## src/rtl/ffd_piso_tx.sv

```systemverilog
// Parallel-in/serial-out transmitter: captures a WIDTH-bit word on valid/ready, shifts it out LSB-first.
// Latency: first bit on sdo one enabled cycle after accept; frame = WIDTH bits (+1 parity bit).
// Backpressure: in_ready only in IDLE with en=1; en=0 freezes all state. Optional parity bit: define PARITY_EN.
module ffd_piso_tx #(
  parameter int WIDTH = 4
) (
  input  logic             clk,
  input  logic             reset,
  input  logic             en,
  input  logic [WIDTH-1:0] din,
  input  logic             in_valid,
  output logic             in_ready,
  output logic             sdo,
  output logic             sdo_valid,
  output logic             sdo_last
);

  localparam int CW = $clog2(WIDTH + 1);

  typedef enum logic [1:0] {
`ifdef PARITY_EN
    PAR   = 2'd2,
`endif
    IDLE  = 2'd0,
    SHIFT = 2'd1
  } state_t;

  state_t           state;
  state_t           state_nxt;
  logic [WIDTH-1:0] sr;
  logic [CW-1:0]    cnt;
  logic             load;
  logic             shift;
  logic             last_bit;
`ifdef PARITY_EN
  logic             par;
`endif

  // cnt counts data bits already sent; the final data bit is on sdo when cnt hits WIDTH-1
  assign last_bit = (cnt == CW'(WIDTH - 1));
  assign in_ready = (state == IDLE) && en;

  // Next-state decode; load/shift strobes only fire on enabled cycles
  always_comb begin
    state_nxt = state;
    load      = 1'b0;
    shift     = 1'b0;
    case (state)
      IDLE: begin
        if (in_valid && en) begin
          load      = 1'b1;
          state_nxt = SHIFT;
        end
      end
      SHIFT: begin
        if (en) begin
          shift = 1'b1;
          if (last_bit) begin
`ifdef PARITY_EN
            state_nxt = PAR;
`else
            state_nxt = IDLE;
`endif
          end
        end
      end
`ifdef PARITY_EN
      PAR: begin
        if (en) state_nxt = IDLE;
      end
`endif
      default: state_nxt = IDLE;
    endcase
  end

  // State register; reset wins over en and aborts any frame in flight
  always_ff @(posedge clk) begin
    if (!reset) state <= IDLE;
    else        state <= state_nxt;
  end

  // Datapath: capture on accept, shift right with zero fill; cnt returns to 0 instead of passing WIDTH-1
  always_ff @(posedge clk) begin
    if (!reset) begin
      sr  <= '0;
      cnt <= '0;
`ifdef PARITY_EN
      par <= 1'b0;
`endif
    end else if (load) begin
      sr  <= din;
      cnt <= '0;
`ifdef PARITY_EN
      par <= ^din;
`endif
    end else if (shift) begin
      sr  <= sr >> 1;
      cnt <= last_bit ? '0 : cnt + CW'(1);
    end
  end

  // Outputs decode from flops only, so a stalled bit is simply held on the line
  always_comb begin
    sdo       = 1'b0;
    sdo_valid = 1'b0;
    sdo_last  = 1'b0;
    case (state)
      SHIFT: begin
        sdo       = sr[0];
        sdo_valid = 1'b1;
`ifndef PARITY_EN
        sdo_last  = last_bit;
`endif
      end
`ifdef PARITY_EN
      PAR: begin
        sdo       = par;
        sdo_valid = 1'b1;
        sdo_last  = 1'b1;
      end
`endif
      default: begin
        sdo       = 1'b0;
        sdo_valid = 1'b0;
        sdo_last  = 1'b0;
      end
    endcase
  end

endmodule

```

## config.mk

```make
export PLATFORM = sky130hd
export DESIGN_NAME = ffd_piso_tx
export DESIGN_NICKNAME = d
export VERILOG_FILES = /design/src/rtl/ffd_piso_tx.sv
export SDC_FILE = /design/constraint.sdc
export NUM_CORES = 1
export LEC_CHECK = 0
export BUFFER_PORTS_ARGS = -buffer_cell sky130_fd_sc_hd__buf_2
export CAP_MARGIN = 0
export CORE_AREA = 2 2 39 41
export CTS_CLUSTER_SIZE = 16
export DETAILED_ROUTE_END_ITERATION = 8
export DIE_AREA = 0 0 41 43
export PLACE_DENSITY = 0.56
export SLEW_MARGIN = 20
export SYNTH_ARGS = -nofsm -noshare
export SYNTH_HDL_FRONTEND = slang
export SYNTH_SLANG_ARGS = --single-unit
export TNS_END_PERCENT = 20
```

## constraint.sdc

```tcl
create_clock -name clk -period 1.8 [get_ports clk]
set_clock_uncertainty 0.1 [all_clocks]
set_input_delay 0.36 -clock clk [delete_from_list [all_inputs] [get_ports clk]]
set_output_delay 0.36 -clock clk [all_outputs]
set_load 0.02 [all_outputs]
```

==> impl_metrics.py, run 1 <==
metrics = {
    "placed_design": {
        "port-buffer-count": 11,
        "gp_congestion": 0.679,
        "dp_slack_ps": 371,
        "place_hpwl_um": 556,
        "placed_area_um2": 445,
    },
    "synthesis": {
        "synth_top_area_cell": "dfxtp_1",
        "synth_area_leaders": "dfxtp_1, nor2_1, o221ai_1",
        "synth_area_um2": 389,
        "synth_cell_type_count": 22,
        "synth_fp_nets": 53,
        "syn-mean-instance-area_um2": 8.84,
        "yosysWarnings": 0,
        "synth_top_area_share_pct": 41.2,
        "postSynthCellCount": 44,
        "ys_seq_elements": 8,
        "synth-seq-area-share_pct": 41.2,
    },
    "global_route": {
        "grt_pass1_vias": 262,
        "antenna_found_initial": 0,
        "gr-total-overflow": 0,
        "grt.total_usage_pct": 10.1,
        "grt_max_degree": 15,
        "grt_pass1_wl_um": 1150,
    },
    "critical_path": {
        "endpoint_kind": "primary output",
        "r2r_cells": 3,
        "rrSetupSlack_ps": 460,
        "reg2reg_from": "state[0]$_SDFFE_PN0P_",
        "arrival_ps": 1240,
        "required_ps": 1340,
        "rr_endpoint": "cnt[0]$_SDFFE_PP0P_",
        "path_max_fanout": 3,
        "worst_setup_path_start_kind": "register",
        "crit_type": "reg -> out",
    },
    "clock_network": {
        "cts_resized": 0,
        "cts_buffer_depth": 2,
        "numCtsBuffers": 3,
        "path_clk_slew_ps": 60,
        "cts_tree": "done",
        "clock-root-buffer": "clkbuf_4",
        "cts_num_sinks": 8,
        "clk-insertion-delay-late_ps": 250,
        "cts_setup_buffers": 0,
        "htree_num_levels": 1,
        "ctsHoldBuffers": 0,
    },
    "die": {
        "dieArea_um2": 1760,
        "num_io_pins": 12,
        "die_h_um": 43,
        "num_rows": 14,
        "die_x_um": 41,
        "start_util_pct": 28.1,
        "coreArea_um2": 1380,
    },
    "outcome": {
        "status": "finished clean",
    },
    "sta": {
        "setup_tns_ps": 0,
        "rsz0062_at_grt": "false",
        "worst_pin_slew_ps": 467,
        "period_share_pct": 94.5,
        "setup_slack_ps": 99.2,
        "finalSetupViolCount": 0,
        "period_needed_ps": 1700,
        "slew_headroom_pct": 68.8,
        "drv_slew": 0,
        "hold_violations": 0,
        "fmax_mhz": 588,
    },
    "pwr": {
        "powerDensity_nw_per_um2": 823,
        "p_comb_share_pct": 13.3,
        "power_frac_seq_pct": 50.9,
        "p_int_uw": 286,
        "clock_power_share_pct": 35.8,
        "p_sw_uw": 99.2,
        "irDropWorstVdd_mv": 0.293,
        "p_leak_uw": 0.000210,
        "p_sw_share_pct": 25.8,
    },
    "drt": {
        "drt-initial-drc-count": 2,
        "dr.pass1.iters": 4,
        "drc": 0,
        "vias_per_cell": 4.76,
        "vias": 343,
        "avgRoutedWirePerCell_um": 10.8,
        "routed_wirelength_um": 774,
        "detail-route-antenna-nets": 0,
    },
    "layout": {
        "mostFrequentLayoutCells": "buf_2, nor2_1, dfxtp_1",
        "drive_gt1_share_pct": 30.4,
        "n_antenna_cell": 0,
        "area_delta_synth_final_pct": 20.3,
        "layout_commonest_cell": "buf_2",
        "final_nets": 67,
        "fin_area_um2": 468,
    },
    "run": {
        "drv_cap": 0,
    },
    "hold_path": {
        "min_path_cells": 3,
        "min_from": "reset",
        "holdPathEnd": "cnt[2]$_SDFFE_PP0P_",
        "hp-class": "in -> reg",
    },
}
-- metal layers --
metal | wire, um | track usage [%] | up-vias
li1 | - | - | 183
met1 | 379 | 13.6 | 153
met2 | 374 | 12.5 | 7
met3 | 21 | 1.57 | 0
met4 | 0 | 10.0 | 0
met5 | 0 | 0 | -
-- worst max-delay path, cell delays in order (launching register included) --
cell and delay, ps:
dfxtp_1 350, ha_1 160, nor2b_1 180, and2_1 140
buf_2 150
-- registers in the layout (all words and copies together) (netlist names) --
name,cells
sr,4
cnt,3
state,1
-- power by group through the flow --
stage          registers, uW  logic [uW]  clock network, uW
2_1_floorplan            197        38.2                  0
3_3_place_gp             200        51.7                  0
3_5_place_dp             200        51.6                  0
4_1_cts                  196        51.8                142
5_1_grt                  198        58.5                148
6_report                 196        51.3                138
-- per-stage QoR --
stage / util [%] / cells / total power, uW / hold WS (ps)
CTS: 33.8 / 72 / 390 / 265
finish: 33.8 / 72 / 385 / 273
floorplan: - / 44 / 235 / 312
global route: 33.8 / 72 / 404 / 283
global placement: 32.2 / 69 / 251 / 331
detailed placement: 32.2 / 69 / 251 / 332
-- worst max path at each step --
stage | start | endpoint | slack [ps] | depth (start not counted)
after floorplan | state[0]$_SDFFE_PN0P_ | sdo | 390 | 2
after global placement | cnt[0]$_SDFFE_PP0P_ | sdo_last | 400 | 4
after detailed placement | cnt[0]$_SDFFE_PP0P_ | sdo_last | 370 | 4
after CTS | cnt[0]$_SDFFE_PP0P_ | sdo_last | 80 | 4
after global routing | cnt[0]$_SDFFE_PP0P_ | sdo_last | 30 | 4
final | cnt[0]$_SDFFE_PP0P_ | sdo_last | 100 | 4
-- cell type report --
class	instances	area (um^2)
Inverter	2	7.51
Tap cell	16	20.0
Clock buffer	3	22.5
Multi-Input combinational cell	32	203
Sequential cell	8	160
Timing Repair Buffer	11	55.1
Fill cell	149	916
-- synth_stat cells --
library cell / instances
a21oi_1: 3
a21oi_2: 1
a311oi_1: 1
a32oi_1: 1
and2_1: 2
buf_4: 1
buf_6: 1
dfxtp_1: 8
ha_1: 1
inv_1: 2
mux2_2: 1
nand2_1: 2
nand2_4: 1
nand3b_1: 1
nand4b_1: 1
nor2_1: 9
nor2b_1: 1
o21a_1: 1
o21ai_0: 1
o21ai_1: 1
o221ai_1: 3
or3_1: 1
-- kinds of logic after synthesis --
kind of cell             after synthesis  synth area share [%]
multiplexers                           1                  2.89
AO/OA/AOI/OAI                         12                  21.9
buffers and inverters                  4                  6.75
adder cells (fa/ha/maj)                1                  3.21
flip-flops                             8                  41.2
AND/OR/NAND/NOR                       18                  24.1
Power figures use the tool's default switching activity.
==> run 2: changes to the inputs <==
PLACE_DENSITY = 0.58   (was 0.56)
clock period = 1.5 ns   (was 1.8 ns; I/O delays follow)
==> run 2 against run 1 <==
Effect of this change:
- the run now ends with negative setup slack left
- hold slack worse by 64 ps
- sequential power is 20% higher
- die area stayed put
- power is 21% higher
- sequential share of layout area is 2.4 points lower
- highest routed layer is now met4
==> impl_metrics.py, run 2 (synthesized netlist as in run 1, its figures left out) <==
metrics = {
    "outcome": {
        "status": "complete, but fails checks",
        "violations": "negative setup slack",
    },
    "clock_network": {
        "clock-root-buffer": "clkbuf_4",
        "cts_buffer_depth": 2,
        "cts_tree": "done",
        "path_clk_slew_ps": 50,
        "clk-insertion-delay-late_ps": 260,
        "numCtsBuffers": 3,
        "htree_num_levels": 1,
        "cts_num_sinks": 8,
    },
    "critical_path": {
        "arrival_ps": 1130,
        "critPathBufInv": 1,
        "cp_slowest_cell": "dfxtp_2",
        "cp_top_family": "flip-flops",
        "endpoint_kind": "primary output",
        "required_ps": 1100,
        "worst_setup_path_start_kind": "register",
        "crit_type": "reg -> out",
        "crit_chain": "ha_4, nor2b_4, and2_4, buf_6",
        "worst_path_largest_cell_delay_ps": 330,
        "path_max_fanout": 3,
    },
    "drt": {
        "drt-initial-drc-count": 6,
        "routed_wirelength_um": 772,
        "vias_per_cell": 4.91,
        "vias": 363,
        "dr.pass1.iters": 4,
        "detail-route-antenna-nets": 0,
        "drc": 0,
        "avgRoutedWirePerCell_um": 10.4,
    },
    "die": {
        "num_io_pins": 12,
        "coreArea_um2": 1380,
        "die_h_um": 43,
        "die_x_um": 41,
        "num_rows": 14,
        "start_util_pct": 28.1,
        "dieArea_um2": 1760,
    },
    "layout": {
        "largest_registers": "sr: 4 flops, cnt: 3 flops, state: 1 flops",
        "fillers": 138,
        "largest_reg_flops": 4,
        "mostFrequentLayoutCells": "buf_2, nor2_1, dfxtp_1",
        "drive_gt1_share_pct": 43.1,
        "area_delta_synth_final_pct": 32.5,
        "fin_util_pct": 37.3,
        "layout_commonest_cell": "buf_2",
        "fin_cells": 74,
        "n_antenna_cell": 0,
        "top_register": "sr",
        "final_nets": 69,
    },
    "global_route": {
        "grt_max_degree": 14,
        "gr-total-overflow": 0,
        "grt_pass1_wl_um": 1250,
        "grt.total_usage_pct": 10.9,
        "antenna_found_initial": 0,
        "grt_pass1_vias": 316,
    },
    "sta": {
        "slew_headroom_pct": 83.6,
        "finalSetupViolCount": 1,
        "period_share_pct": 102,
        "drv_slew": 0,
        "worst_pin_slew_ps": 245,
        "period_needed_ps": 1530,
        "fmax_mhz": 653,
        "setup_slack_ps": -32.3,
        "rsz0062_at_grt": "true",
        "hold_violations": 0,
    },
    "pwr": {
        "p_sw_share_pct": 25.9,
        "p_sw_uw": 121,
        "powerDensity_nw_per_um2": 906,
        "irDropWorstVdd_mv": 0.302,
        "p_int_uw": 346,
        "clock_power_share_pct": 35.6,
        "p_leak_uw": 0.000221,
        "p_comb_share_pct": 13.8,
        "power_frac_seq_pct": 50.6,
    },
    "placed_design": {
        "gp_congestion": 0.677,
        "port-buffer-count": 11,
        "place_inst": 70,
        "dp_slack_ps": 135,
    },
    "run": {
        "drv_cap": 0,
    },
    "hold_path": {
        "hp-class": "in -> reg",
    },
}
-- run 2: cell types whose count changed in the layout (fill, tap and decap cells not counted), sizes merged --
cell and change:
buf +2
-- run 2: tightest hold or removal path, delay by kind of cell --
kind | cells | cell delay (ps)
buffers and inverters | 1 | 120
AND/OR/NAND/NOR | 1 | 60
AO/OA/AOI/OAI | 1 | 30
-- run 2: final timing paths --
check | slack (ps) | cells past startpoint | start | endpoint
setup / recovery | -30 | 4 | cnt[1]$_SDFFE_PP0P_ | sdo_last
hold / removal | 210 | 3 | reset | cnt[2]$_SDFFE_PP0P_
setup reg to reg | 230 | 4 | cnt[1]$_SDFFE_PP0P_ | cnt[0]$_SDFFE_PP0P_
hold reg to reg | 360 | 2 | sr[0]$_SDFFE_PN0P_ | sr[0]$_SDFFE_PN0P_
-- run 2: what timing repair did --
action | 4_1_cts | 5_1_grt
pin swaps | 1 | 0
setup endpoints to repair | 4 | 1
hold endpoints to repair | 0 | 0
buffers inserted | 0 | 1
gates resized for setup | 10 | 0
hold buffers | 0 | 0
-- run 2: per-layer routing --
metal / routed length [um] / part of all wire (%) / up-vias / global-route usage (%)
li1: - / - / 187 / -
met1: 355 / 46 / 159 / 13.4
met2: 343 / 44 / 14 / 14.4
met3: 46 / 6.0 / 3 / 3.14
met4: 27 / 3.5 / 0 / 10.0
met5: 0 / 0 / - / 0
-- run 2: cell type report --
type,instances,area (um^2),area share [%]
timing repair buffer,13,76.3,14.8
inverter,2,7.51,1.46
tap,16,20.0,3.88
clock buffer,3,22.5,4.37
multi-input combinational,32,225,43.7
sequential,8,164,31.8
-- run 2: power by group through the flow --
stage	Sequential (uW)	Clock, uW	Combinational [uW]
6_report	236	166	64.4
5_1_grt	238	183	74.4
4_1_cts	236	174	65.1
3_5_place_dp	239	0	64.5
3_3_place_gp	239	0	64.2
2_1_floorplan	237	0	45.8
-- run 2: through the flow --
stage / hold WS [ps] / cell area [um^2] / TNS [ps] / total power, uW
after detailed placement: 340 / 453 / 0 / 303
after floorplan: 312 / 389 / 0 / 282
after global routing: 224 / 515 / -74.1 / 495
final: 209 / 515 / -32.3 / 467
after CTS: 209 / 508 / -39.3 / 475
after global placement: 334 / 453 / 0 / 303
==> run 3: changes to the inputs <==
--- a/config.mk
+++ b/config.mk
@@ -9,4 +9,5 @@
 export CAP_MARGIN = 0
 export CORE_AREA = 2 2 39 41
+export CTS_BUF_LIST = sky130_fd_sc_hd__clkbuf_16
 export CTS_CLUSTER_SIZE = 16
 export DETAILED_ROUTE_END_ITERATION = 8
==> constraint.sdc (replaced) <==
create_clock -name clk -period 1.5 [get_ports clk]
set_clock_uncertainty 0.1 [all_clocks]
set_input_delay 0.3 -clock clk [delete_from_list [all_inputs] [get_ports clk]]
set_output_delay 0.3 -clock clk [all_outputs]
set_load 0.05 [all_outputs]
==> run 3 against run 2 <==
Effect of this change:
- the run still ends with negative setup slack left
- critical path depth did not move
- flip-flop and latch count stayed put
- global-route usage is 0.78 points higher
- combinational power is 15% higher
- setup slack improved by 6.0 ps
- hold slack better by 39 ps
==> impl_metrics.py, run 3 (synthesized netlist as in run 1, its figures left out) <==
metrics = {
    "outcome": {
        "status": "complete, but fails checks",
        "violations": "negative setup slack",
    },
    "layout": {
        "drive_gt1_share_pct": 45.6,
        "fillers": 144,
        "top_register": "sr",
        "n_antenna_cell": 0,
        "largest_registers": "sr: 4 flops, cnt: 3 flops, state: 1 flops",
        "area_delta_synth_final_pct": 47.3,
        "multi_input_area_um2": 229,
        "area.sequential_um2": 166,
        "largest_reg_flops": 4,
        "fin_util_pct": 41.4,
        "mostFrequentLayoutCells": "buf_2, nor2_1, dfxtp_1",
        "final_nets": 68,
        "layout_commonest_cell": "buf_2",
    },
    "critical_path": {
        "path_max_fanout": 3,
        "required_ps": 1100,
        "cp_slowest_cell": "dfxtp_2",
        "crit_chain": "ha_4, nor2b_4, and2_4, buf_8",
        "arrival_ps": 1130,
        "worst_path_largest_cell_delay_ps": 330,
        "reg2reg_from": "cnt[0]$_SDFFE_PP0P_",
        "endpoint_kind": "primary output",
        "rr_endpoint": "cnt[0]$_SDFFE_PP0P_",
        "setup.worst_path.start": "cnt[0]$_SDFFE_PP0P_",
        "crit_end": "sdo_last",
        "r2r_cells": 5,
        "rrSetupSlack_ps": 100,
        "cp_top_family": "flip-flops",
        "critPathBufInv": 1,
        "cp.depth": 4,
        "crit_type": "reg -> out",
        "worst_setup_path_start_kind": "register",
    },
    "sta": {
        "fmax_mhz": 655,
        "setup_slack_ps": -26.4,
        "finalSetupViolCount": 1,
        "worst_pin_slew_ps": 246,
        "rsz0062_at_grt": "true",
        "period_needed_ps": 1530,
        "slew_headroom_pct": 83.7,
        "drv_slew": 0,
        "setup_tns_ps": -26.4,
        "period_share_pct": 102,
        "hold_violations": 0,
    },
    "placed_design": {
        "place_hpwl_um": 580,
        "gp_congestion": 0.640,
        "port-buffer-count": 11,
    },
    "drt": {
        "drc": 0,
        "routed_wirelength_um": 837,
        "drt-initial-drc-count": 12,
        "detail-route-antenna-nets": 0,
        "vias_per_cell": 4.93,
        "vias": 360,
        "avgRoutedWirePerCell_um": 11.5,
        "dr.pass1.iters": 4,
    },
    "global_route": {
        "antenna_found_initial": 0,
        "grt.total_usage_pct": 11.7,
        "grt_pass1_wl_um": 1330,
        "gr-total-overflow": 0,
        "grt_pass1_vias": 333,
        "grt_max_degree": 15,
    },
    "pwr": {
        "p_leak_uw": 0.000241,
        "irDropWorstVdd_mv": 0.465,
        "power_frac_seq_pct": 31.3,
        "p_sw_uw": 162,
        "p_int_uw": 598,
        "clock_power_share_pct": 59.0,
        "p_total_uw": 760,
        "p_comb_share_pct": 9.8,
        "p_sw_share_pct": 21.3,
        "powerDensity_nw_per_um2": 1330,
    },
    "clock_network": {
        "cts_tree": "done",
        "htree_num_levels": 1,
        "clock-root-buffer": "clkbuf_16",
        "path_clk_slew_ps": 40,
        "clk-insertion-delay-late_ps": 230,
        "ctsHoldBuffers": 0,
        "cts_buffer_depth": 2,
        "cts_num_sinks": 8,
        "numCtsBuffers": 3,
    },
    "die": {
        "num_rows": 14,
        "num_io_pins": 12,
        "start_util_pct": 28.1,
        "die_h_um": 43,
        "die_x_um": 41,
        "coreArea_um2": 1380,
        "dieArea_um2": 1760,
    },
    "hold_path": {
        "hp-class": "in -> reg",
    },
    "run": {
        "drv_cap": 0,
    },
}
run 3: changes by cell type in the layout (fill, tap and decap cells not counted):
cell       previous run  this run
dfxtp_2               3         2
and2_1                1         0
buf_4                 2         1
and2_2                0         1
buf_6                 1         0
nor2_1                9         8
dfxtp_4               0         1
buf_8                 0         1
clkbuf_4              3         1
buf_2                10         9
nor2_2                0         1
clkbuf_16             0         3
run 3: worst min-delay path by stage:
stage                          endpoint  slack [ps]           startpoint  depth (start not counted)
floorplan           cnt[2]$_SDFFE_PP0P_         310  cnt[2]$_SDFFE_PP0P_                          2
global placement    cnt[2]$_SDFFE_PP0P_         330  cnt[2]$_SDFFE_PP0P_                          2
detailed placement  cnt[2]$_SDFFE_PP0P_         340  cnt[2]$_SDFFE_PP0P_                          2
CTS                 cnt[2]$_SDFFE_PP0P_         240                reset                          3
global route         sr[3]$_SDFFE_PN0P_         270               din[3]                          3
finish              cnt[2]$_SDFFE_PP0P_         250                reset                          3
run 3: cell type report:
cell class,instances,share of cell area (%)
flip-flops and latches,8,29.0
well taps,16,3.49
inverters,2,1.31
repair buffers,12,13.1
multi-input cells,32,40.0
clock buffers,3,13.1
run 3: tightest hold or removal path, delay by kind of cell:
family / cells / cell delay (ps)
AOI/OAI and AO/OA: 1 / 40
buffers and inverters: 1 / 130
and+or+nand+nor: 1 / 60
run 3: per-stage QoR:
stage | setup slack (ps) | instance area [um^2] | std cells | hold slack (ps)
after floorplan | -61.3 | 394 | 44 | 312
after global placement | 56.2 | 450 | 69 | 331
after detailed placement | 35.9 | 450 | 69 | 337
after CTS | -31.2 | 563 | 72 | 245
after global routing | -56.1 | 573 | 73 | 272
final | -26.4 | 573 | 73 | 248
run 3: routing by layer:
metal,up-vias,track usage [%],part of all wire (%)
met2,10,16.9,51
met5,-,0,0
met4,0,10.0,0
li1,182,-,-
met1,168,13.3,44
met3,0,3.14,4.8
run 3: power groups by stage:
| stage | logic [uW] | clock network (uW) | registers (uW) |
|---|---|---|---|
| 6_report | 74.1 | 448 | 238 |
| 5_1_grt | 82.3 | 467 | 240 |
| 4_1_cts | 74.1 | 457 | 237 |
| 3_5_place_dp | 73.5 | 0 | 240 |
| 3_3_place_gp | 73.0 | 0 | 240 |
| 2_1_floorplan | 53.3 | 0 | 241 |
run 3: what timing repair did:
item,in CTS,in global routing
buffers inserted,0,1
endpoints found under the setup margin,2,2
resized for setup,11,1
pin swaps,1,0
